[src/rtl/lstm_bp_dout_pkg.sv]
// lstm_bp_dout_pkg: shared state and phase encodings for the dout sequencer
package lstm_bp_dout_pkg;
  typedef enum logic [1:0] {IDLE, READ, WRITE, DONE} state_e;
  localparam logic PH_RD = 1'b0;
  localparam logic PH_WR = 1'b1;
endpackage

[src/rtl/lstm_bp_dout_if.sv]
// lstm_bp_dout_if: control/strobe bundle between the dout sequencer and the delta datapath
interface lstm_bp_dout_if #(parameter int ADDR_WIDTH = 12, parameter int STEP_WIDTH = 4);
  logic i_start;
  logic i_stall;
  logic o_busy;
  logic o_done;
  logic o_phase;
  logic [STEP_WIDTH-1:0] o_step;
  logic o_rd_en;
  logic o_wr_en;
  logic [ADDR_WIDTH-1:0] o_addr;
  modport master (input i_start, i_stall, output o_busy, o_done, o_phase, o_step, o_rd_en, o_wr_en, o_addr);
  modport slave (output i_start, i_stall, input o_busy, o_done, o_phase, o_step, o_rd_en, o_wr_en, o_addr);
endinterface

[src/rtl/lstm_bp_slot_cnt.sv]
// lstm_bp_slot_cnt: slot-cycle and cell counters with current and look-ahead slot flags
module lstm_bp_slot_cnt #(
  parameter int CNT_W    = 3,
  parameter int CELL_W   = 4,
  parameter int NUM_CELL = 8
) (
  input  logic              clk,
  input  logic              rst,
  input  logic              i_en,
  input  logic              i_clr,
  input  logic [CNT_W-1:0]  i_len,
  input  logic [CNT_W-1:0]  i_len_nxt,
  output logic [CELL_W-1:0] o_cell_nxt,
  output logic              o_last,
  output logic              o_last_cell,
  output logic              o_first_nxt,
  output logic              o_last_nxt
);
  logic [CNT_W-1:0] cnt_q, cnt_d;
  logic [CELL_W-1:0] cell_q, cell_d;
  assign o_last = cnt_q == i_len - 1'b1;
  assign o_last_cell = cell_q == CELL_W'(NUM_CELL - 1);
  always_comb begin
    cnt_d = i_clr ? '0 : !i_en ? cnt_q : o_last ? '0 : cnt_q + 1'b1;
    cell_d = i_clr ? '0 : (!i_en || !o_last) ? cell_q : o_last_cell ? '0 : cell_q + 1'b1;
  end
  // flags for the cycle about to be entered, so the top can register its strobes
  assign o_cell_nxt = cell_d;
  assign o_first_nxt = cnt_d == '0;
  assign o_last_nxt = cnt_d == i_len_nxt - 1'b1;
  always_ff @(posedge clk) begin
    if (rst) begin
      cnt_q <= '0;
      cell_q <= '0;
    end else begin
      cnt_q <= cnt_d;
      cell_q <= cell_d;
    end
  end
endmodule

[src/rtl/lstm_bp_dout_ctrl.sv]
// lstm_bp_dout_ctrl: walks timesteps last-to-first, reading then writing every cell of each
module lstm_bp_dout_ctrl
  import lstm_bp_dout_pkg::*;
#(
  parameter int ADDR_WIDTH = 12,
  parameter int NUM_CELL   = 8,
  parameter int NUM_STEP   = 4,
  parameter int STEP_WIDTH = 4,
  parameter int DELAY_RD   = 3,
  parameter int DELAY_WR   = 2
) (
  input logic clk,
  input logic rst,
  lstm_bp_dout_if.master bus
);
  localparam int DMAX = DELAY_RD > DELAY_WR ? DELAY_RD : DELAY_WR;
  localparam int CNT_W = $clog2(DMAX + 2);
  localparam int CELL_W = $clog2(NUM_CELL + 1);
  localparam logic [CNT_W-1:0] LEN_RD = CNT_W'(DELAY_RD + 1);
  localparam logic [CNT_W-1:0] LEN_WR = CNT_W'(DELAY_WR + 1);
  state_e state_q, state_d;
  logic [STEP_WIDTH-1:0] step_q, step_d;
  logic [ADDR_WIDTH-1:0] addr_q, addr_d;
  logic rd_en_q, rd_en_d, wr_en_q, wr_en_d;
  logic act, act_d, frz, clr, seg_end, last, last_cell, first_nxt, last_nxt;
  logic [CELL_W-1:0] cell_nxt;
  assign act = state_q == READ || state_q == WRITE;
  assign frz = act && bus.i_stall;
  assign seg_end = act && !bus.i_stall && last && last_cell;
  lstm_bp_slot_cnt #(.CNT_W(CNT_W), .CELL_W(CELL_W), .NUM_CELL(NUM_CELL)) u_slot (
    .clk(clk),
    .rst(rst),
    .i_en(!bus.i_stall),
    .i_clr(clr),
    .i_len(state_q == WRITE ? LEN_WR : LEN_RD),
    .i_len_nxt(state_d == WRITE ? LEN_WR : LEN_RD),
    .o_cell_nxt(cell_nxt),
    .o_last(last),
    .o_last_cell(last_cell),
    .o_first_nxt(first_nxt),
    .o_last_nxt(last_nxt)
  );
  always_comb begin
    state_d = state_q;
    step_d = step_q;
    unique case (state_q)
      IDLE: if (bus.i_start) begin
        state_d = READ;
        step_d = STEP_WIDTH'(NUM_STEP - 1);
      end
      READ: if (seg_end) state_d = WRITE;
      WRITE: if (seg_end) begin
        state_d = step_q == '0 ? DONE : READ;
        step_d = step_q == '0 ? step_q : step_q - 1'b1;
      end
      default: state_d = IDLE;
    endcase
    clr = !act || state_d != state_q;
  end
  // outputs are registered from the position being entered; a stalled edge re-presents it without strobes
  always_comb begin
    act_d = state_d == READ || state_d == WRITE;
    addr_d = act_d ? ADDR_WIDTH'(step_d) * ADDR_WIDTH'(NUM_CELL) + ADDR_WIDTH'(cell_nxt) : '0;
    rd_en_d = !frz && state_d == READ && first_nxt;
    wr_en_d = !frz && state_d == WRITE && last_nxt;
  end
  always_ff @(posedge clk) begin
    if (rst) begin
      state_q <= IDLE;
      step_q <= '0;
      addr_q <= '0;
      rd_en_q <= 1'b0;
      wr_en_q <= 1'b0;
    end else begin
      state_q <= state_d;
      step_q <= step_d;
      addr_q <= addr_d;
      rd_en_q <= rd_en_d;
      wr_en_q <= wr_en_d;
    end
  end
  assign bus.o_busy = state_q != IDLE;
  assign bus.o_done = state_q == DONE;
  assign bus.o_phase = state_q == WRITE ? PH_WR : PH_RD;
  assign bus.o_step = step_q;
  assign bus.o_rd_en = rd_en_q;
  assign bus.o_wr_en = wr_en_q;
  assign bus.o_addr = addr_q;
endmodule

[src/flat_wrapper.sv]
// flat-port wrapper written by rule: the top's interface ports become plain ports
module lstm_bp_dout_ctrl_flat import lstm_bp_dout_pkg::*;
#(
  parameter int ADDR_WIDTH = 12,
  parameter int NUM_CELL   = 8,
  parameter int NUM_STEP   = 4,
  parameter int STEP_WIDTH = 4,
  parameter int DELAY_RD   = 3,
  parameter int DELAY_WR   = 2
)
  (clk, rst, bus_i_start, bus_i_stall, bus_o_busy, bus_o_done, bus_o_phase, bus_o_step, bus_o_rd_en, bus_o_wr_en, bus_o_addr);
  lstm_bp_dout_if #(.ADDR_WIDTH(ADDR_WIDTH), .STEP_WIDTH(STEP_WIDTH)) bus_i ();
  input logic clk;
  input logic rst;
  input wire logic [$bits(bus_i.i_start)-1:0] bus_i_start;
  input wire logic [$bits(bus_i.i_stall)-1:0] bus_i_stall;
  output wire logic [$bits(bus_i.o_busy)-1:0] bus_o_busy;
  output wire logic [$bits(bus_i.o_done)-1:0] bus_o_done;
  output wire logic [$bits(bus_i.o_phase)-1:0] bus_o_phase;
  output wire logic [$bits(bus_i.o_step)-1:0] bus_o_step;
  output wire logic [$bits(bus_i.o_rd_en)-1:0] bus_o_rd_en;
  output wire logic [$bits(bus_i.o_wr_en)-1:0] bus_o_wr_en;
  output wire logic [$bits(bus_i.o_addr)-1:0] bus_o_addr;
  assign bus_i.i_start = bus_i_start;
  assign bus_i.i_stall = bus_i_stall;
  assign bus_o_busy = bus_i.o_busy;
  assign bus_o_done = bus_i.o_done;
  assign bus_o_phase = bus_i.o_phase;
  assign bus_o_step = bus_i.o_step;
  assign bus_o_rd_en = bus_i.o_rd_en;
  assign bus_o_wr_en = bus_i.o_wr_en;
  assign bus_o_addr = bus_i.o_addr;
  lstm_bp_dout_ctrl #(.ADDR_WIDTH(ADDR_WIDTH), .NUM_CELL(NUM_CELL), .NUM_STEP(NUM_STEP), .STEP_WIDTH(STEP_WIDTH), .DELAY_RD(DELAY_RD), .DELAY_WR(DELAY_WR)) u_core (.clk(clk), .rst(rst), .bus(bus_i));
endmodule
[config.mk]
export PLATFORM = sky130hd
export DESIGN_NAME = lstm_bp_dout_ctrl_flat
export DESIGN_NICKNAME = d
export VERILOG_FILES = /design/src/rtl/lstm_bp_dout_pkg.sv /design/src/rtl/lstm_bp_dout_if.sv /design/src/rtl/lstm_bp_slot_cnt.sv /design/src/rtl/lstm_bp_dout_ctrl.sv /design/src/flat_wrapper.sv
export SDC_FILE = /design/constraint.sdc
export NUM_CORES = 1
export LEC_CHECK = 0
export CAP_MARGIN = 20
export CORE_ASPECT_RATIO = 1.25
export CORE_MARGIN = 4
export CORE_UTILIZATION = 45
export DETAILED_ROUTE_END_ITERATION = 10
export PLACE_DENSITY = 0.72
export SLEW_MARGIN = 20
export SYNTH_ARGS = -nofsm -noshare
export SYNTH_HDL_FRONTEND = slang
export SYNTH_HIERARCHICAL = 1
export SYNTH_SLANG_ARGS = --single-unit
[constraint.sdc]
create_clock -name clk -period 3.55 [get_ports clk]
set_input_delay 0.355 -clock clk [delete_from_list [all_inputs] [get_ports clk]]
set_output_delay 0.355 -clock clk [all_outputs]
set_load 0.005 [all_outputs]
==> results of run 1 <==
-- area by class of cell --
cell class	count	area, sq um
sequential	23	463
tap	37	46.3
inverter	15	56.3
clock inverter	1	7.51
fill	277	1200
multi-input combinational	132	1090
clock buffer	3	41.3
timing repair buffer	39	354
-- through the flow --
stage	power, mW	area (sq um)	instances
floorplan	0.339	1580	177
global placement	0.373	1850	236
detailed placement	0.378	1850	236
CTS	0.547	1890	240
global route	0.582	2060	250
finish	0.549	2060	250
-- timing repair --
action / in CTS / in global routing
buffers inserted: 0 / 10
resized for setup: 0 / 22
setup endpoints to repair: 0 / 11
endpoints found under the hold margin: 0 / 0
-- Yosys cell counts (all sizes together) (3+ instances only) --
| library cell | number |
|---|---|
| o21ai | 5 |
| and2 | 6 |
| buf | 5 |
| nand2b | 8 |
| ha | 14 |
| a211oi | 3 |
| nor3 | 11 |
| a21oi | 6 |
| mux2i | 5 |
| nor2 | 17 |
| inv | 15 |
| nor2b | 3 |
| dfxtp | 23 |
| xnor2 | 9 |
| nand2 | 9 |
| and3 | 3 |
| nand3 | 3 |
-- worst min-delay path, cell delays in order, from the launching register on --
cell and delay (ns):
dfxtp_1 0.35, o31ai_1 0.11, a21oi_1 0.08
-- routing by layer --
metal  vias to the layer above  global-route usage (%)  part of all wire [%]
li1                        669                       -                     -
met1                       652                    21.4                    41
met2                        25                    32.3                    54
met3                         6                    3.16                   3.3
met4                         0                    6.02                   1.2
met5                         -                       0                     0
-- power groups by stage --
stage / sequential (mW) / combinational (mW) / clock [mW]
final: 0.271 / 0.112 / 0.166
after floorplan: 0.277 / 0.0614 / 0
after global routing: 0.272 / 0.122 / 0.187
after CTS: 0.271 / 0.102 / 0.174
after detailed placement: 0.277 / 0.102 / 0
after global placement: 0.276 / 0.0964 / 0
-- registers in the layout, indices dropped and copies added, names as in the netlist --
signal,flops
u_core/bus.o_addr,8
u_core/bus.o_step,4
u_core/u_slot/cell_q,4
u_core/u_slot/cnt_q,3
u_core/state_q,2
u_core/bus.o_rd_en,1
u_core/bus.o_wr_en,1
-- path summary, 6_finish.rpt --
check | start | endpoint | cells past startpoint
worst max-delay path | u_core/state_q[0] | u_core/bus.o_addr[5] | 18
worst max register to register | u_core/state_q[0] | u_core/bus.o_addr[5] | 18
worst min-delay path | u_core/bus.o_step[1] | u_core/bus.o_step[1] | 2
worst min register to register | u_core/bus.o_step[1] | u_core/bus.o_step[1] | 2
-- logic make-up (layout without fill, tap and decap cells) --
logic type | count (synthesis) | after routing | share of synthesized area (%)
mux | 5 | 5 | 3.23
flops | 23 | 23 | 29.7
fa+ha+maj | 14 | 14 | 11.3
buf+inv | 22 | 58 | 6.38
simple gates | 72 | 72 | 28.4
compound gates | 25 | 25 | 11.5
other cells | 1 | 4 | 0.242
xor+xnor | 12 | 12 | 9.28
==> run_results.csv, run 1 <==
group,metric,value,unit
route,dr.pass1.iters,4,
cells_and_area,post-route-util,63.2,%
cells_and_area,most-common-layout-cells,"dfxtp_1, clkdlybuf4s50_1, buf_4",
placement,dp_slack,0.0812,ns
global_route,grt_max_degree,17,
floorplanning,die_w,60.5,microns
timing,setup_viol,0,
cells_and_area,drive_gt1_share,25.8,%
clock_network,cts_buffer_depth,2,
route,vias_per_cell,5.41,
timing,rsz0062_at_grt,"true",
synthesis,syn-instance-count,174,
route,ant_nets,0,
synthesis,synth-seq-area-share,29.7,%
cells_and_area,final_common_cell,"dfxtp_1",
route,vias,1352,
global_route,grt_usage,18.1,%
synthesis,synth_top_area_cell,"dfxtp_1",
timing,fin_crit,3.37,ns
timing,post-route-period-util,95.0,%
critical_path,cp_cell_sequence,"inv_2 -> ha_4 -> inv_1 -> ha_2 -> xor3_2 -> nor3_4 -> and4b_1 -> nor2_1 -> a211o_1 -> inv_2 -> xnor2_2 -> nand4_1 -> buf_6 -> nor2_2 -> ha_2 -> ha_4 -> xor2_1 -> nor3_1",
clock_network,cts.sinks,23,
timing,final.setup.worst_slack,0.178,ns
route,drc,0,
synthesis,ys_ff_latch,23,
critical_path,path_delay_family,"simple AND/OR/NAND/NOR gates",
synthesis,yosysWarnings,6,
synthesis,synth_area,1550,sq um
synthesis,synth_top_flop_cell,"dfxtp_1",
clock_network,numCtsBuffers,3,
critical_path,rrSetupSlack,0.18,ns
synthesis,synth_top_area_share,29.7,%
floorplanning,row_count,23,
critical_path,cp_max_fo,7,
placement,dp.final_hpwl,2.85,mm
timing,holdWs,0.584,ns
global_route,grt.overflow.total,0,
power_and_ir_drop,switching_share,27.8,%
timing,finalClockSkew,0.00715,ns
placement,gp_congestion,0.897,
timing,tns,0,ns
global_route,grt_pass1_wl,6.19,mm
clock_network,cts.clk_slew.worst_paths,0.09,ns
synthesis,avgSynthCellArea,8.91,sq um
floorplanning,die_y,73.6,microns
timing,hold_viol,0,
timing,worst_pin_slew,0.661,ns
clock_network,clk_latency,0.26,ns
cells_and_area,nets,232,
floorplanning,pin_count,25,
global_route,antenna_found_initial,0,
cells_and_area,area.growth.synth_to_final,32.6,%
min_path,min_path_type,"flip-flop to flip-flop",
power_and_ir_drop,pwr-share-comb,20.4,%
critical_path,crit_type,"flip-flop to flip-flop",
floorplanning,start_util,47.7,%
critical_path,crit_required,3.68,ns
timing,maxSlewHeadroom,55.8,%
power_and_ir_drop,p_leak,0.847,nW
clock_network,h-tree-depth,1,
route,wl_per_cell,15.2,microns
floorplanning,die_area,4450,sq um
critical_path,startpoint_type,"flip-flop",
critical_path,crit_buf_inv,4,
timing,maxClockFrequency,297,MHz
critical_path,crit_slowest_cell,"xor3_2",
power_and_ir_drop,p_per_area,267,nW/um^2
placement,portBuffers,20,
route,drt_iter0_markers,42,
timing,drv_slew,0,
power_and_ir_drop,intPower,397,uW
clock_network,cts_hold_buf,0,
power_and_ir_drop,irDropWorstVdd,304,uV
route,drt_wl_total,3.80,mm
power_and_ir_drop,power_frac_clock,30.3,%
critical_path,cp-end-kind,"flip-flop",
outcome,status,"complete, no violations",
synthesis,synth_edf_count,0,
global_route,grt_pass1_vias,1374,
synthesis,synthArstFlopShare,0,%
floorplanning,core_area,3250,sq um
clock_network,cts_tree,"yes",
power_and_ir_drop,p_switching,153,uW
power_and_ir_drop,seqPwrFrac,49.4,%
flow_run,cap_viol_max_count,0,
synthesis,synthDistinctLibCells,51,
critical_path,crit_arrival,3.51,ns
synthesis,ys_top_cells_by_area,"dfxtp_1, ha_1, nor2_1",
cells_and_area,antenna_cells,0,
critical_path,critPathMaxStageDelay,0.42,ns
clock_network,cts_root_buffer,"clkbuf_8",
(Power assumes the default switching activity.)
==> run 2, diff against run 1 <==
--- a/config.mk
+++ b/config.mk
@@ -6,11 +6,14 @@
 export NUM_CORES = 1
 export LEC_CHECK = 0
 export CAP_MARGIN = 20
+export CELL_PAD_IN_SITES_DETAIL_PLACEMENT = 1
+export CELL_PAD_IN_SITES_GLOBAL_PLACEMENT = 1
 export CORE_ASPECT_RATIO = 1.25
 export CORE_MARGIN = 4
-export CORE_UTILIZATION = 45
+export CORE_UTILIZATION = 36
 export DETAILED_ROUTE_END_ITERATION = 10
-export PLACE_DENSITY = 0.72
+export MAX_ROUTING_LAYER = met4
+export PLACE_DENSITY_LB_ADDON = 0.1
 export SLEW_MARGIN = 20
 export SYNTH_ARGS = -nofsm -noshare
 export SYNTH_HDL_FRONTEND = slang
==> constraint.sdc (replaced) <==
create_clock -name clk -period 3.55 [get_ports clk]
set_input_delay 0.355 -clock clk [delete_from_list [all_inputs] [get_ports clk]]
set_output_delay 0.355 -clock clk [all_outputs]
set_load 0.05 [all_outputs]
==> run 2 against run 1 <==
Net effect: power up 5.4%; count of clock-buffer cells in the layout unchanged; sequential cell count unchanged; register-to-register slack worse by 0.04 ns; critical endpoint is now u_core/bus.o_wr_en; largest cell class unchanged.
==> run_results.csv, run 2 (synthesis gave the netlist of run 1 again) <==
group,metric,value,unit
floorplanning,pin_count,25,
timing,setup_viol,0,
floorplanning,die_y,81.4,microns
floorplanning,start_util,37.5,%
flow_run,cap_viol_max_count,0,
clock_network,cts_hold_buf,0,
cells_and_area,drive_gt1_share,19.3,%
critical_path,crit_arrival,3.59,ns
cells_and_area,area.growth.synth_to_final,27.2,%
clock_network,cts_root_buffer,"clkbuf_8",
timing,worst_pin_slew,0.725,ns
timing,finalClockSkew,0.00615,ns
global_route,grt_usage,16.8,%
power_and_ir_drop,finalPower,579,uW
timing,rsz0062_at_grt,"true",
timing,hold_viol,0,
outcome,status,"complete, no violations",
global_route,grt.overflow.total,0,
route,drt_iter0_markers,79,
clock_network,cts_buffer_depth,2,
floorplanning,die_w,66.7,microns
route,drc,0,
clock_network,cts.sinks,23,
placement,gp_congestion,0.815,
critical_path,startpoint_type,"flip-flop",
cells_and_area,largest_reg_flops,8,
critical_path,cp-end-kind,"flip-flop",
timing,maxClockFrequency,293,MHz
route,vias_per_cell,5.11,
clock_network,h-tree-depth,1,
floorplanning,core_area,4130,sq um
clock_network,clk_latency,0.27,ns
critical_path,cp_max_fo,7,
route,wl_per_cell,15.6,microns
floorplanning,die_area,5430,sq um
cells_and_area,most-common-layout-cells,"dfxtp_1, clkdlybuf4s50_1, nor2_1",
cells_and_area,final_common_cell,"dfxtp_1",
cells_and_area,nets,221,
clock_network,cts.clk_slew.worst_paths,0.09,ns
cells_and_area,post-route-util,47.7,%
route,drt_wl_total,4.03,mm
power_and_ir_drop,irDropWorstVdd,154,uV
global_route,grt_pass1_wl,6.87,mm
route,vias,1318,
route,ant_nets,0,
placement,portBuffers,20,
timing,fin_crit,3.41,ns
critical_path,crit_type,"flip-flop to flip-flop",
power_and_ir_drop,p_per_area,294,nW/um^2
global_route,antenna_found_initial,0,
route,dr.pass1.iters,4,
floorplanning,row_count,26,
critical_path,crit_required,3.73,ns
global_route,grt_pass1_vias,1472,
timing,post-route-period-util,96.1,%
timing,drv_slew,0,
power_and_ir_drop,p_leak,0.786,nW
timing,maxSlewHeadroom,51.5,%
clock_network,numCtsBuffers,3,
cells_and_area,antenna_cells,0,
global_route,grt_max_degree,17,
clock_network,cts_tree,"yes",
placement,dp.final_hpwl,3.17,mm
min_path,min_path_type,"flip-flop to flip-flop",
run 2: worst max-delay path, cell delays in order, from the launching register on:
cell	delay (ns)
dfxtp_4	0.38
inv_2	0.08
ha_4	0.17
inv_2	0.05
ha_4	0.16
xor3_2	0.41
nor3_4	0.21
and4b_1	0.25
nor2_1	0.05
a211o_1	0.26
inv_2	0.09
xnor2_1	0.12
nand4_1	0.15
buf_4	0.19
nor4_4	0.36
xnor2_1	0.18
nor3_2	0.05
and3_1	0.16
run 2: layout make-up:
type	count	area, sq um
Inverter	15	56.3
Tap cell	56	70.1
Multi-Input combinational cell	132	1070
Clock buffer	3	41.3
Sequential cell	23	468
Timing Repair Buffer	28	260
Fill cell	519	2160
Clock inverter	1	5.00
run 2: final timing paths:
check	depth (start not counted)	slack, ns	start	endpoint
worst max-delay path	17	0.14	u_core/state_q[0]	u_core/bus.o_wr_en
worst min-delay path	2	0.59	u_core/bus.o_step[1]	u_core/bus.o_step[1]
worst max register to register	17	0.14	u_core/state_q[0]	u_core/bus.o_wr_en
worst min register to register	2	0.59	u_core/bus.o_step[1]	u_core/bus.o_step[1]
run 2: where the power goes:
part | total (mW) | switching [mW] | internal (mW)
Combinational | 0.133 | 0.0866 | 0.0465
Sequential | 0.272 | 0.00727 | 0.264
Clock | 0.174 | 0.0957 | 0.0787
Total | 0.579 | 0.190 | 0.389
run 2: timing repair:
item	4_1_cts	5_1_grt
endpoints found under the setup margin	1	6
resized for setup	0	2
buffers inserted	0	1
pin swaps	0	2
run 2: metrics by stage:
stage	worst slack (ns)	cell area, sq um	TNS [ns]	instances	hold slack, ns
6_report	0.139	1970	0	258	0.589
5_1_grt	-0.0612	1970	-0.0612	258	0.627
4_1_cts	-0.0111	1950	-0.0111	257	0.597
3_5_place_dp	0.0101	1910	0	253	0.582
3_3_place_gp	0.142	1910	0	253	0.551
2_1_floorplan	-0.0107	1640	-0.0179	177	0.427
run 2: per-layer routing:
| layer | wire length (microns) | global-route usage, % | vias up | share of wire [%] |
|---|---|---|---|---|
| met1 | 1750 | 19.3 | 643 | 43 |
| met3 | 92 | 2.35 | 5 | 2.3 |
| met5 | 0 | - | - | 0 |
| met4 | 36 | 3.86 | 0 | 0.89 |
| met2 | 2150 | 30.5 | 18 | 53 |
| li1 | - | - | 652 | - |
==> run 3, diff against run 2 <==
--- a/config.mk
+++ b/config.mk
@@ -10,7 +10,7 @@
 export CELL_PAD_IN_SITES_GLOBAL_PLACEMENT = 1
 export CORE_ASPECT_RATIO = 1.25
 export CORE_MARGIN = 4
-export CORE_UTILIZATION = 36
+export CORE_UTILIZATION = 43
 export DETAILED_ROUTE_END_ITERATION = 10
 export MAX_ROUTING_LAYER = met4
 export PLACE_DENSITY_LB_ADDON = 0.1
==> constraint.sdc (replaced) <==
create_clock -name clk -period 4.1 [get_ports clk]
set_input_delay 0.41 -clock clk [delete_from_list [all_inputs] [get_ports clk]]
set_output_delay 0.41 -clock clk [all_outputs]
set_load 0.05 [all_outputs]
==> run 3 against run 2 <==
Net effect: first-iteration DRC count shrank 3.8%; sequential power shrank 14%; hold slack lost 0.0037 ns; critical path depth is the same; sequential share of layout area grew 0.92 points.
==> run_results.csv, run 3 (synthesis gave the netlist of run 1 again) <==
group,metric,value,unit
cells_and_area,area.growth.synth_to_final,20.5,%
placement,gp_congestion,0.789,
clock_network,cts_tree,"yes",
timing,rsz0062_at_grt,"false",
cells_and_area,drive_gt1_share,12.6,%
clock_network,cts_buffer_depth,2,
cells_and_area,final_common_cell,"dfxtp_1",
timing,fin_crit,3.67,ns
timing,post-route-period-util,89.5,%
route,drc,0,
clock_network,cts_root_buffer,"clkbuf_8",
critical_path,crit_required,4.23,ns
cells_and_area,fin_area,1870,sq um
power_and_ir_drop,p_per_area,263,nW/um^2
clock_network,cts.sinks,23,
timing,finalClockSkew,0.00785,ns
min_path,min_path_type,"flip-flop to flip-flop",
timing,worst_pin_slew,0.651,ns
floorplanning,pin_count,25,
global_route,grt_pass1_vias,1387,
route,drt_iter0_markers,76,
global_route,grt_usage,18.7,%
global_route,use_met1,21.8,%
clock_network,h-tree-depth,1,
floorplanning,row_count,24,
cells_and_area,post-route-util,53.6,%
timing,holdWs,0.585,ns
critical_path,cp_max_fo,11,
cells_and_area,most-common-layout-cells,"dfxtp_1, clkdlybuf4s50_1, nor2_1",
critical_path,crit_type,"flip-flop to flip-flop",
floorplanning,die_y,75.1,microns
timing,maxSlewHeadroom,56.5,%
outcome,status,"complete, no violations",
route,vias,1306,
timing,drv_slew,0,
placement,portBuffers,20,
cells_and_area,nets,217,
critical_path,startpoint_type,"flip-flop",
route,vias_per_cell,5.51,
power_and_ir_drop,p_leak,0.763,nW
critical_path,cp-end-kind,"flip-flop",
timing,hold_viol,0,
global_route,use_met2,33.9,%
global_route,antenna_found_initial,0,
clock_network,cts_hold_buf,0,
route,wl_per_cell,16.0,microns
floorplanning,start_util,44.5,%
route,dr.pass1.iters,4,
clock_network,numCtsBuffers,3,
global_route,grt_pass1_wl,6.36,mm
floorplanning,core_area,3480,sq um
route,ant_nets,0,
floorplanning,die_w,61.7,microns
placement,dp_slack,0.143,ns
route,drt_wl_total,3.79,mm
cells_and_area,antenna_cells,0,
timing,tns,0,ns
floorplanning,die_area,4640,sq um
placement,placed_area,1790,sq um
timing,maxClockFrequency,273,MHz
timing,setup_viol,0,
global_route,grt_max_degree,17,
global_route,met3_usage,2.06,%
clock_network,clk_latency,0.27,ns
placement,dp.final_hpwl,2.95,mm
timing,final.setup.worst_slack,0.431,ns
critical_path,crit_arrival,3.80,ns
cells_and_area,largest_reg_flops,8,
global_route,grt.overflow.total,0,
global_route,grt.busiest_layer,"met2",
flow_run,cap_viol_max_count,0,
power_and_ir_drop,irDropWorstVdd,192,uV
clock_network,cts.clk_slew.worst_paths,0.09,ns
[run 3: changes by cell type in the layout (fill, tap and decap cells not counted), sizes merged]
cell | before | now
buf | 8 | 4
clkinv | 1 | 0
clkinvlp | 0 | 1
[run 3: final timing paths]
| path | from | end | slack (ns) | depth (start not counted) |
|---|---|---|---|---|
| worst max-delay path | u_core/state_q[1] | u_core/bus.o_addr[5] | 0.43 | 17 |
| worst min-delay path | u_core/bus.o_step[1] | u_core/bus.o_step[1] | 0.58 | 2 |
| worst max register to register | u_core/state_q[1] | u_core/bus.o_addr[5] | 0.43 | 17 |
| worst min register to register | u_core/bus.o_step[1] | u_core/bus.o_step[1] | 0.58 | 2 |
[run 3: through the flow]
stage,instances,total power [mW]
4_1_cts,235,0.494
6_report,237,0.491
5_1_grt,237,0.520
3_5_place_dp,231,0.349
2_1_floorplan,177,0.320
3_3_place_gp,231,0.346
[run 3: where the power goes]
group / total (mW) / internal [mW] / switching (mW) / leakage (nW)
sequential: 0.235 / 0.229 / 0.00596 / 0.187
clock: 0.144 / 0.0687 / 0.0749 / 0.0217
combinational: 0.112 / 0.0393 / 0.0730 / 0.554
[run 3: layer usage]
layer	vias up	wire length, microns
met5	-	0
met4	0	23
met3	4	75
met2	15	2120
met1	647	1570
li1	640	-
[run 3: layout make-up]
cell class	count	area [sq um]
clock inverters	1	7.51
inverters	15	56.3
multi-input cells	132	1020
repair buffers	24	230
well taps	39	48.8
flip-flops and latches	23	460
clock buffers	3	41.3
fillers	425	1620
[run 3: worst max-delay path, stage by stage (launching register included)]
cell	delay, ns
dfxtp_1	0.49
ha_4	0.27
inv_1	0.06
ha_1	0.33
xnor2_2	0.19
nor3_4	0.26
and4b_1	0.33
nor2_1	0.06
a211o_1	0.32
inv_2	0.09
xnor2_1	0.11
nand4_1	0.10
buf_4	0.18
nor2_1	0.15
ha_1	0.19
ha_1	0.18
xor2_1	0.15
nor3_1	0.06
[run 3: what timing repair did]
| item | 4_1_cts | 5_1_grt |
|---|---|---|
| setup buffers | 0 | 2 |
| gates resized for setup | 0 | 2 |
| endpoints found under the setup margin | 0 | 6 |
